==> config.mk <==
export PLATFORM = sky130hd
export DESIGN_NAME = axi_rd_router
export DESIGN_NICKNAME = d
export VERILOG_FILES = /design/src/rtl/axi_rd_router_pkg.sv /design/src/rtl/axi_default_slave_r.sv /design/src/rtl/axi_rd_router.sv
export SDC_FILE = /design/constraint.sdc
export NUM_CORES = 1
export LEC_CHECK = 0
export ABC_AREA = 0
export CAP_MARGIN = 20
export CORE_AREA = 2 2 147 149
export DETAILED_ROUTE_END_ITERATION = 10
export DIE_AREA = 0 0 149 151
export GPL_TIMING_DRIVEN = 0
export PLACE_DENSITY_LB_ADDON = 0.08
export SKIP_CTS_REPAIR_TIMING = 1
export SYNTH_ARGS = -nofsm -noshare
export SYNTH_HDL_FRONTEND = slang
export SYNTH_SLANG_ARGS = --single-unit
==> constraint.sdc <==
create_clock -name ACLK -period 3.9 [get_ports ACLK]
set_input_delay 0.585 -clock ACLK [delete_from_list [all_inputs] [get_ports ACLK]]
set_output_delay 0.585 -clock ACLK [all_outputs]
set_load 0.02 [all_outputs]
==> src/rtl/axi_rd_router_pkg.sv <==
// Shared constants, default-slave state type and sizing helper for axi_rd_router.
package axi_rd_router_pkg;

    localparam logic [1:0] RESP_OKAY   = 2'b00;
    localparam logic [1:0] RESP_DECERR = 2'b11;

    typedef enum logic {
        IDLE = 1'b0,
        BUSY = 1'b1
    } dflt_state_e;

    // Width of a target index covering NUM_SLAVES mapped slaves plus the default slave.
    function automatic int unsigned tgt_w(input int unsigned n);
        return $clog2(n + 1);
    endfunction

endpackage

==> src/rtl/axi_default_slave_r.sv <==
// DECERR responder: accepts one AR at a time and returns ARLEN+1 zero-data DECERR beats.
module axi_default_slave_r
    import axi_rd_router_pkg::*;
#(
    parameter int unsigned ID_W   = 8,
    parameter int unsigned DATA_W = 32
) (
    input  logic              clk,
    input  logic              rst_n,
    input  logic              arvalid,
    output logic              arready,
    input  logic [ID_W-1:0]   arid,
    input  logic [3:0]        arlen,
    output logic              rvalid,
    input  logic              rready,
    output logic [ID_W-1:0]   rid,
    output logic [DATA_W-1:0] rdata,
    output logic [1:0]        rresp,
    output logic              rlast
);

    localparam int unsigned LEN_W = 4;

    dflt_state_e      state_q, state_d;
    logic [LEN_W-1:0] len_q, len_d;
    logic [LEN_W-1:0] beat_q, beat_d;
    logic [ID_W-1:0]  id_q, id_d;
    logic             arready_q, arready_d;
    logic             rvalid_q, rvalid_d;
    logic             rlast_q, rlast_d;

    // Next state, burst bookkeeping and the registered handshake outputs.
    always_comb begin
        state_d = state_q;
        len_d   = len_q;
        beat_d  = beat_q;
        id_d    = id_q;
        case (state_q)
            IDLE: begin
                if (arvalid && arready_q) begin
                    id_d    = arid;
                    len_d   = arlen;
                    beat_d  = '0;
                    state_d = BUSY;
                end
            end
            BUSY: begin
                if (rvalid_q && rready) begin
                    if (rlast_q) begin
                        beat_d  = '0;
                        state_d = IDLE;
                    end else begin
                        beat_d = beat_q + LEN_W'(1);
                    end
                end
            end
            default: state_d = IDLE;
        endcase
        arready_d = (state_d == IDLE);
        rvalid_d  = (state_d == BUSY);
        rlast_d   = (state_d == BUSY) && (beat_d == len_d);
    end

    // State and output registers.
    always_ff @(posedge clk) begin
        if (!rst_n) begin
            state_q   <= IDLE;
            len_q     <= '0;
            beat_q    <= '0;
            id_q      <= '0;
            arready_q <= 1'b1;
            rvalid_q  <= 1'b0;
            rlast_q   <= 1'b0;
        end else begin
            state_q   <= state_d;
            len_q     <= len_d;
            beat_q    <= beat_d;
            id_q      <= id_d;
            arready_q <= arready_d;
            rvalid_q  <= rvalid_d;
            rlast_q   <= rlast_d;
        end
    end

    assign arready = arready_q;
    assign rvalid  = rvalid_q;
    assign rlast   = rlast_q;
    assign rid     = id_q;
    assign rdata   = '0;
    assign rresp   = RESP_DECERR;

endmodule

==> src/rtl/axi_rd_router.sv <==
// AXI read router: address-decoded AR steering, in-order R return via a target tracking FIFO.
// Optional unmapped-address capture log enabled by defining ADDR_ERR_LOG_EN.
module axi_rd_router
    import axi_rd_router_pkg::*;
#(
    parameter int unsigned NUM_SLAVES = 6,
    parameter int unsigned ADDR_W     = 32,
    parameter int unsigned DATA_W     = 32,
    parameter int unsigned ID_W       = 8,
    parameter int unsigned MAX_OUTST  = 4,
    parameter logic [NUM_SLAVES*ADDR_W-1:0] SLV_BASE = {
        32'h0005_0000, 32'h0004_0000, 32'h0003_0000,
        32'h0002_0000, 32'h0001_0000, 32'h0000_0000},
    parameter logic [NUM_SLAVES*ADDR_W-1:0] SLV_LAST = {
        32'h0005_FFFF, 32'h0004_FFFF, 32'h0003_FFFF,
        32'h0002_FFFF, 32'h0001_FFFF, 32'h0000_FFFF}
) (
    input  logic                         ACLK,
    input  logic                         ARESETn,
    input  logic [ID_W-1:0]              ARID_M,
    input  logic [ADDR_W-1:0]            ARADDR_M,
    input  logic [3:0]                   ARLEN_M,
    input  logic                         ARVALID_M,
    output logic                         ARREADY_M,
    output logic [NUM_SLAVES-1:0]        ARVALID_S,
    input  logic [NUM_SLAVES-1:0]        ARREADY_S,
    input  logic [NUM_SLAVES*ID_W-1:0]   RID_S,
    input  logic [NUM_SLAVES*DATA_W-1:0] RDATA_S,
    input  logic [NUM_SLAVES*2-1:0]      RRESP_S,
    input  logic [NUM_SLAVES-1:0]        RLAST_S,
    input  logic [NUM_SLAVES-1:0]        RVALID_S,
    output logic [NUM_SLAVES-1:0]        RREADY_S,
`ifdef ADDR_ERR_LOG_EN
    input  logic                         ERR_CLR,
    output logic                         ERR_VALID,
    output logic [ADDR_W-1:0]            ERR_ADDR,
`endif
    output logic [ID_W-1:0]              RID_M,
    output logic [DATA_W-1:0]            RDATA_M,
    output logic [1:0]                   RRESP_M,
    output logic                         RLAST_M,
    output logic                         RVALID_M,
    input  logic                         RREADY_M
);

    localparam int unsigned TGT_W = tgt_w(NUM_SLAVES);
    localparam int unsigned PTR_W = $clog2(MAX_OUTST);
    localparam int unsigned CNT_W = PTR_W + 1;
    localparam logic [TGT_W-1:0] DFLT_TGT = TGT_W'(NUM_SLAVES);

    logic [TGT_W-1:0]  tgt_c;
    logic              tgt_found_c;
    logic              full_c, empty_c, ar_en_c, ar_hs_c, pop_c;
    logic [NUM_SLAVES:0] arready_all_c;
    logic [TGT_W-1:0]  head_c;

    logic              dflt_arvalid_c, dflt_arready, dflt_rvalid, dflt_rready_c, dflt_rlast;
    logic [ID_W-1:0]   dflt_rid;
    logic [DATA_W-1:0] dflt_rdata;
    logic [1:0]        dflt_rresp;

    logic [TGT_W-1:0]  fifo_q [MAX_OUTST];
    logic [TGT_W-1:0]  fifo_d [MAX_OUTST];
    logic [PTR_W-1:0]  wr_ptr_q, wr_ptr_d, rd_ptr_q, rd_ptr_d;
    logic [CNT_W-1:0]  cnt_q, cnt_d;

    // Address decode: inclusive ranges, lowest matching index wins, no match selects the default slave.
    always_comb begin
        tgt_c       = DFLT_TGT;
        tgt_found_c = 1'b0;
        for (int unsigned i = 0; i < NUM_SLAVES; i++) begin
            if (!tgt_found_c &&
                (ARADDR_M >= SLV_BASE[i*ADDR_W +: ADDR_W]) &&
                (ARADDR_M <= SLV_LAST[i*ADDR_W +: ADDR_W])) begin
                tgt_c       = TGT_W'(i);
                tgt_found_c = 1'b1;
            end
        end
    end

    assign full_c        = (cnt_q == CNT_W'(MAX_OUTST));
    assign empty_c       = (cnt_q == '0);
    assign arready_all_c = {dflt_arready, ARREADY_S};
    assign ar_en_c       = ARESETn & ARVALID_M & ~full_c;
    assign ARREADY_M     = ARESETn & ~full_c & arready_all_c[tgt_c];
    assign ar_hs_c       = ARVALID_M & ARREADY_M;
    assign dflt_arvalid_c = ar_en_c & (tgt_c == DFLT_TGT);
    assign head_c        = fifo_q[rd_ptr_q];

    // AR valid steering to the decoded mapped slave.
    always_comb begin
        ARVALID_S = '0;
        for (int unsigned i = 0; i < NUM_SLAVES; i++) begin
            ARVALID_S[i] = ar_en_c & (tgt_c == TGT_W'(i));
        end
    end

    // R return mux driven by the oldest outstanding target.
    always_comb begin
        RVALID_M      = 1'b0;
        RID_M         = '0;
        RDATA_M       = '0;
        RRESP_M       = RESP_OKAY;
        RLAST_M       = 1'b0;
        RREADY_S      = '0;
        dflt_rready_c = 1'b0;
        if (ARESETn && !empty_c) begin
            if (head_c == DFLT_TGT) begin
                RVALID_M      = dflt_rvalid;
                RID_M         = dflt_rid;
                RDATA_M       = dflt_rdata;
                RRESP_M       = dflt_rresp;
                RLAST_M       = dflt_rlast;
                dflt_rready_c = RREADY_M;
            end
            for (int unsigned i = 0; i < NUM_SLAVES; i++) begin
                if (head_c == TGT_W'(i)) begin
                    RVALID_M    = RVALID_S[i];
                    RID_M       = RID_S[i*ID_W +: ID_W];
                    RDATA_M     = RDATA_S[i*DATA_W +: DATA_W];
                    RRESP_M     = RRESP_S[i*2 +: 2];
                    RLAST_M     = RLAST_S[i];
                    RREADY_S[i] = RREADY_M;
                end
            end
        end
    end

    assign pop_c = RVALID_M & RREADY_M & RLAST_M;

    // Tracking FIFO next state: push on AR handshake, pop on last R beat.
    always_comb begin
        fifo_d   = fifo_q;
        wr_ptr_d = wr_ptr_q;
        rd_ptr_d = rd_ptr_q;
        cnt_d    = cnt_q;
        if (ar_hs_c) begin
            fifo_d[wr_ptr_q] = tgt_c;
            wr_ptr_d         = wr_ptr_q + PTR_W'(1);
        end
        if (pop_c) begin
            rd_ptr_d = rd_ptr_q + PTR_W'(1);
        end
        case ({ar_hs_c, pop_c})
            2'b10:   cnt_d = cnt_q + CNT_W'(1);
            2'b01:   cnt_d = cnt_q - CNT_W'(1);
            default: cnt_d = cnt_q;
        endcase
    end

    // Tracking FIFO registers.
    always_ff @(posedge ACLK) begin
        if (!ARESETn) begin
            for (int unsigned i = 0; i < MAX_OUTST; i++) begin
                fifo_q[i] <= '0;
            end
            wr_ptr_q <= '0;
            rd_ptr_q <= '0;
            cnt_q    <= '0;
        end else begin
            fifo_q   <= fifo_d;
            wr_ptr_q <= wr_ptr_d;
            rd_ptr_q <= rd_ptr_d;
            cnt_q    <= cnt_d;
        end
    end

    axi_default_slave_r #(
        .ID_W   (ID_W),
        .DATA_W (DATA_W)
    ) u_dflt (
        .clk     (ACLK),
        .rst_n   (ARESETn),
        .arvalid (dflt_arvalid_c),
        .arready (dflt_arready),
        .arid    (ARID_M),
        .arlen   (ARLEN_M),
        .rvalid  (dflt_rvalid),
        .rready  (dflt_rready_c),
        .rid     (dflt_rid),
        .rdata   (dflt_rdata),
        .rresp   (dflt_rresp),
        .rlast   (dflt_rlast)
    );

`ifdef ADDR_ERR_LOG_EN
    logic              err_valid_q, err_valid_d;
    logic [ADDR_W-1:0] err_addr_q, err_addr_d;

    // Sticky capture of the first unmapped address; a coinciding capture beats the clear.
    always_comb begin
        err_valid_d = err_valid_q;
        err_addr_d  = err_addr_q;
        if (ar_hs_c && (tgt_c == DFLT_TGT) && (!err_valid_q || ERR_CLR)) begin
            err_valid_d = 1'b1;
            err_addr_d  = ARADDR_M;
        end else if (ERR_CLR) begin
            err_valid_d = 1'b0;
            err_addr_d  = '0;
        end
    end

    // Error log registers.
    always_ff @(posedge ACLK) begin
        if (!ARESETn) begin
            err_valid_q <= 1'b0;
            err_addr_q  <= '0;
        end else begin
            err_valid_q <= err_valid_d;
            err_addr_q  <= err_addr_d;
        end
    end

    assign ERR_VALID = err_valid_q;
    assign ERR_ADDR  = err_addr_q;
`endif

endmodule

* Yosys cells after proc, flatten, opt, wreduce, memory -nomap -nowiden
Index checks and enable logic that the tools add are counted.
** Word-level totals
- Register bits after elaboration :: 38
- Word-level logic and storage cells :: 174
- Bits of input ports :: 318
- Output and inout bits :: 57
** Cells by class
- Bitwise logic cells :: 19
- $add $sub $neg :: 5
- Multiplexer cells :: 78
- Reduce and logical (&&, ||, !) cells :: 27
- Equality and inequality tests :: 16
- Magnitude comparators :: 16
** Operator list (number)
- 32-bit two-way mux :: 7
- 32-bit by 18-bit greater-or-equal comparator with 1-bit output (second input constant) :: 2
- 32-bit by 19-bit greater-or-equal comparator with 1-bit output (second input constant) :: 2
- 32-bit by 18-bit <= comparator with 1-bit output (second input constant) :: 2
- 32-bit by 19-bit <= comparator with 1-bit output (second input constant) :: 2
- 8-bit two-way mux :: 8
- 1-bit two-way mux :: 33
- 32-bit by 1-bit greater-or-equal comparator with 1-bit output (second input constant) :: 1
- 32-bit by 17-bit greater-or-equal comparator with 1-bit output (second input constant) :: 1
- 32-bit by 16-bit <= comparator with 1-bit output (second input constant) :: 1
- 32-bit by 17-bit <= comparator with 1-bit output (second input constant) :: 1
- 3-bit two-way mux :: 9
- 3-bit == test (second input constant) :: 7
- 4-bit two-way mux :: 5
- 1-bit logical AND :: 16
- 2-bit two-way mux :: 8
- 1-bit AND :: 14
- 12-bit bitwise mux :: 1
- 3-bit by 2-bit == test with 1-bit output (second input constant) :: 4
- 3-bit logical NOT :: 3
- 4-bit one-hot mux with 2 select lines :: 1
- 3-bit binary-select mux with 2-bit select :: 1
- 3-bit demux with 2-bit select :: 1
- 3-bit by 1-bit == test with 1-bit output (second input constant) :: 2
- other kinds (19) :: 29

* Logic depth before layout (Yosys ltp)
- Depth after elaboration :: 30
- Depth in mapped cells :: 15
- Mapped depth without buffers :: 12

* Modules after synthesis
A second synthesis with hierarchy kept.
** Second synthesis, totals
- Cell total of the unflattened synthesis :: 704
- Area total of the unflattened synthesis :: 5107.4 sq um
** Modules (own cells, without submodules)
- axi_rd_router :: seq. area each 380.4 sq um, cells an instance 570, instances 1, area each 3977.6 sq um
- axi_default_slave_r :: seq. area each 380.4 sq um, cells an instance 134, instances 1, area each 1129.8 sq um

* Worst setup path before layout
No wires, ideal clock.
- Kind :: input -> register
- Start :: in ARADDR_M[22]
- End :: reg cnt_q[2]
- Path slack :: 0.649 ns
- Arrival time :: 3.181 ns
- Stages on the path :: 14
- Required time :: 3.830 ns
- Buffers on the path :: 2
- Library setup time :: 0.070 ns
- Cells stage by stage :: nor4_1 and4_1 clkbuf_1 a221oi_1 o21ai_0 a21oi_2 buf_2 inv_1 ha_1 inv_1 fa_1 xor2_1 or3_1 a21oi_1
** Between the ends
- Cells in the longest elaborated chain, start to end :: 29
- Elaborated cells on any way between the ends :: 47
- Those cells by class :: order compare: 12; eq/ne: 2; mux: 14; bitwise: 2; reduce/logical: 17
** Ends and longest elaborated chain
- from (decl) :: RTL line axi_rd_router.sv:21 : input logic [ADDR_W-1:0] ARADDR_M,
- 32-bit by 1-bit greater-or-equal comparator with 1-bit output or 32-bit by 16-bit <= comparator with 1-bit output (tied branches) :: RTL line axi_rd_router.sv:73, axi_rd_router.sv:74
- 1-bit logical AND :: RTL line axi_rd_router.sv:73 : (ARADDR_M >= SLV_BASE[i*ADDR_W +: ADDR_W]) &&
- 1-bit two-way mux :: RTL line axi_rd_router.sv:72 : if (!tgt_found_c &&
- 1-bit logical NOT :: RTL line axi_rd_router.sv:72
- 1-bit logical AND :: RTL line axi_rd_router.sv:72
- 1-bit logical AND :: RTL line axi_rd_router.sv:73
- 1-bit two-way mux :: RTL line axi_rd_router.sv:72
- 1-bit logical NOT :: RTL line axi_rd_router.sv:72
- [13 not listed]
- 1-bit logical AND :: RTL line axi_rd_router.sv:73
- 3-bit two-way mux (*) :: RTL line axi_rd_router.sv:72
- 1-bit binary-select mux with 3-bit select (*) :: RTL line axi_rd_router.sv:85 : assign ARREADY_M = ARESETn & ~full_c & arready_all_c[tgt_c];
- 1-bit two-way mux (not written as such) (*) :: RTL line axi_rd_router.sv:85
- 1-bit AND (*) :: RTL line axi_rd_router.sv:85
- 1-bit AND (*) :: RTL line axi_rd_router.sv:86 : assign ar_hs_c = ARVALID_M & ARREADY_M;
- 2-bit by 1-bit == test with 1-bit output or 2-bit == test (tied branches) :: RTL line axi_rd_router.sv:144 : case ({ar_hs_c, pop_c})
- 3-bit one-hot mux with 2 select lines or 2-bit nonzero test (tied branches)
- to (signal assigned) :: RTL line axi_rd_router.sv:164 : cnt_q <= cnt_d;
- to (decl) :: RTL line axi_rd_router.sv:65 : logic [CNT_W-1:0] cnt_q, cnt_d;
Mark *: on every way between the ends. The rest lies on a longest branch, timed or not. The select of a mux whose other input is x is not followed.
A chain may end at the register's enable or synchronous reset.

* Worst setup path after layout
- Start :: reg rd_ptr_q[1]
- End :: out RDATA_M[11]
** Between the ends
- Cells in the longest elaborated chain, start to end :: 12
- Elaborated cells on any way between the ends :: 17
- Those cells by class :: eq/ne: 5; mux: 10; bitwise: 1; reduce/logical: 1
** Ends and longest elaborated chain
- from (decl) :: RTL line axi_rd_router.sv:64 : logic [PTR_W-1:0] wr_ptr_q, wr_ptr_d, rd_ptr_q, rd_ptr_d;
- from (signal assigned) :: RTL line axi_rd_router.sv:163 : rd_ptr_q <= rd_ptr_d;
- 2-bit inverter with 3-bit output (not written as such) (*) :: RTL line axi_rd_router.sv:88 : assign head_c = fifo_q[rd_ptr_q];
- 3-bit binary-select mux with 2-bit select (*) :: RTL line axi_rd_router.sv:88
- 3-bit two-way mux (not written as such) (*) (2 in a row) :: RTL line axi_rd_router.sv:88
- 3-bit logical NOT :: RTL line axi_rd_router.sv:117 : if (head_c == TGT_W'(i)) begin
- 32-bit two-way mux (5 in a row) :: RTL line axi_rd_router.sv:117
- 32-bit two-way mux (*) :: RTL line axi_rd_router.sv:117
- 32-bit two-way mux (*) :: RTL line axi_rd_router.sv:107 : if (ARESETn && !empty_c) begin
- to (decl) :: RTL line axi_rd_router.sv:39 : output logic [DATA_W-1:0] RDATA_M,
Marked as above.

==> flow_summary.ini <==
[setup_path]
r2r_end = cnt_q[2]$_SDFFE_PN0P_
crit_slowest_cell = clkdlybuf4s50_1
rrSetupSlack_ns = 0.31
crit_type = reg -> out
startpoint_type = flip-flop
cp.required_ns = 3.31
worst_path_most_repeated_cell = buf_6
crit_fanout = 10
crit_chain = buf_6 > mux4_2 > buf_6 > clkbuf_2 > buf_4 > mux2i_1 > o21ai_0 > a222oi_1 > nor2_1 > clkdlybuf4s50_1
timing.rr.start = rd_ptr_q[1]$_SDFFE_PN0P_
end_kind = output port
rr_worst_depth = 15
slowest_delay_ns = 0.64
cp.arrival_ns = 3.18

[timing]
worst_slew_pin_slew_ns = 0.584
slew_headroom_pct = 61.1
min_period_ns = 3.77
hold_slack_ns = 0.461
finClkSkew_ns = 0.00823
final_hold_viol_count = 0
slew_viol_final = 0
setup-violations-final = 0
fmax_mhz = 265
fin_crit_sh_pct = 96.7

[routing]
wire_per_inst_um = 21.0
viasPerCell = 4.95
drc = 0
wl_um = 28100
drtIter0Drc = 493
ant_nets = 0
drtPass1Iterations = 5
num_vias = 6630

[clock_network]
clkLatencyLatePin_ns = 0.29
cts_tree = done
htreeDepth = 2
clock-root-buffer = clkbuf_16
cts.clk_slew.worst_paths_ns = 0.06
cts_buffers = 5
cts_max_path_buffers = 2
cts.sink_count = 38

[cells_and_area]
final_nets = 1384
area_growth_pct = 93.8
layout_common_cells = clkdlybuf4s50_1 (350), nor2_1 (108), nand2_1 (100)
layoutNonFillerInstCount = 1340
multi_input_area_um2 = 3410
final_util_pct = 41.7
layout_commonest_cell = clkdlybuf4s50_1
regArea_um2 = 761
final.fill_count = 2237
post_route_cells_drive_above_1_share_pct = 6.89

[floorplan]
core-area_um2 = 20800
die_w_um = 149
design.die.area_um2 = 22500
initial_core_util_pct = 21.5
ios = 375
die_h_um = 151
rows = 53

[power_and_ir_drop]
p_total_mw = 1.66
power_density_nw_per_um2 = 191
worst_ir_drop_vdd_v = 0.000218
power.leakage_nw = 3.14

[worst_hold_path]
hold_start = u_dflt.rid[7]$_SDFFE_PN0P_
min_path_type = reg -> reg
whs_path_depth = 2
min_to = u_dflt.rid[7]$_SDFFE_PN0P_

[logic_synthesis]
synth-async-reset-ratio_pct = 0
synth_warnings = 0
synth_fp_nets = 1021
synth_edf_count = 0
synth_cell_types = 60
synth_flop_cell = dfxtp_1
ys_seq_elements = 38
syn_area_per_cell_um2 = 6.44
syn_area_um2 = 4480
synth_cells = 696
seq_area_frac_synth_pct = 17.0

[place]
place_congestion = 0.836
dp_hpwl_um = 23100
port_buffers = 357
dpl.cell_count = 1330

[global_route]
grt_pass1_vias = 6408
antenna_found_initial = 5
overflow = 0
track_usage_pct = 23.5
grt_max_degree = 14
grt_first_pass_wirelength_um = 40000

[outcome]
status = completed

[flow_run]
maxCapViolCount = 0
==> sequential cells by signal (all words and copies together), names as in the netlist <==
name            cells
fifo_q             12
u_dflt.rid          8
u_dflt.beat_q       4
u_dflt.len_q        4
cnt_q               3
rd_ptr_q            2
wr_ptr_q            2
u_dflt.arready      1
u_dflt.rlast        1
u_dflt.rvalid       1
==> worst max-delay path by stage <==
stage | cells after the start | start | slack [ns] | to
2_1_floorplan | 14 | ARADDR_M[22] | 0.65 | cnt_q[2]$_SDFFE_PN0P_
3_3_place_gp | 13 | ARESETn | -0.54 | cnt_q[2]$_SDFFE_PN0P_
3_5_place_dp | 13 | ARESETn | -0.57 | cnt_q[2]$_SDFFE_PN0P_
4_1_cts | 9 | rd_ptr_q[0]$_SDFFE_PN0P_ | -0.57 | RID_M[6]
5_1_grt | 10 | rd_ptr_q[1]$_SDFFE_PN0P_ | -0.003 | RDATA_M[11]
6_report | 10 | rd_ptr_q[1]$_SDFFE_PN0P_ | 0.13 | RDATA_M[11]
==> critical path: cells and delay by family, from the launching register on <==
| family | cells | cell delay, ns |
|---|---|---|
| AOI/OAI and AO/OA | 2 | 0.39 |
| buffers and inverters | 5 | 1.45 |
| DFF | 1 | 0.32 |
| and+or+nand+nor | 1 | 0.08 |
| muxes | 2 | 0.66 |
==> per-layer routing <==
metal  track usage [%]  vias to the layer above  part of all wire (%)
met5                 0                        -                 0.046
met4              6.52                        2                   1.8
met3              4.94                       25                   6.5
met2              40.4                      242                    49
met1              29.7                     3064                    43
li1                  -                     3297                     -
==> cell type report <==
type	count	share of cell area [%]
timing repair buffer	359	41.5
buffer	62	3.79
antenna	5	0.144
inverter	17	0.735
clock buffer	5	1.44
tap	275	3.96
sequential	38	8.76
clock inverter	3	0.519
multi-input combinational	576	39.2
==> synthesized netlist by cell type (all sizes together) (3+ instances only) <==
master     n  share of area [%]
nor2     112                9.4
nand2    102                8.5
a21oi     66                7.5
o21ai     61                6.8
clkbuf    49                4.1
dfxtp     38                 17
nand3     36                4.0
mux2i     29                6.5
o22ai     18                2.5
inv       17                1.4
buf       16                2.2
a222oi    15                3.3
a22o      15                2.9
o221ai    14                2.7
nor3      12                1.5
a311oi     8                1.6
a22oi      7                1.2
a31oi      6               0.84
ha         6                1.7
nor4       6               0.84
mux4       5                2.5
a211oi     4               0.78
a2bb2oi    4               0.92
and3       4               0.56
xor2       4               0.78
mux2       3               0.75
nor2b      3               0.59
or3        3               0.42
xnor2      3               0.59
==> metrics by stage <==
stage | setup TNS, ns | instance area (µm²) | setup slack (ns)
3_3_place_gp | -8.89 | 8400 | -0.543
2_1_floorplan | 0 | 4480 | 0.649
5_1_grt | -0.00315 | 8680 | -0.00315
6_report | 0 | 8690 | 0.130
4_1_cts | -15.89 | 8580 | -0.569
3_5_place_dp | -9.55 | 8410 | -0.574
==> report_power, final <==
part	switching, mW	internal, mW	total [mW]
registers	0.0108	0.401	0.412
clock network	0.166	0.301	0.467
logic	0.335	0.444	0.779
==> cells by family after synthesis <==
logic type      Yosys count  synth area share (%)
compound gates          233                  33.9
fa+ha+maj                 7                  2.12
xor+xnor                  7                  1.37
simple gates            292                  28.1
flops                    38                  17.0
buf+inv                  82                  7.73
mux                      37                  9.74
No activity file was read; power rests on OpenSTA's default activity.
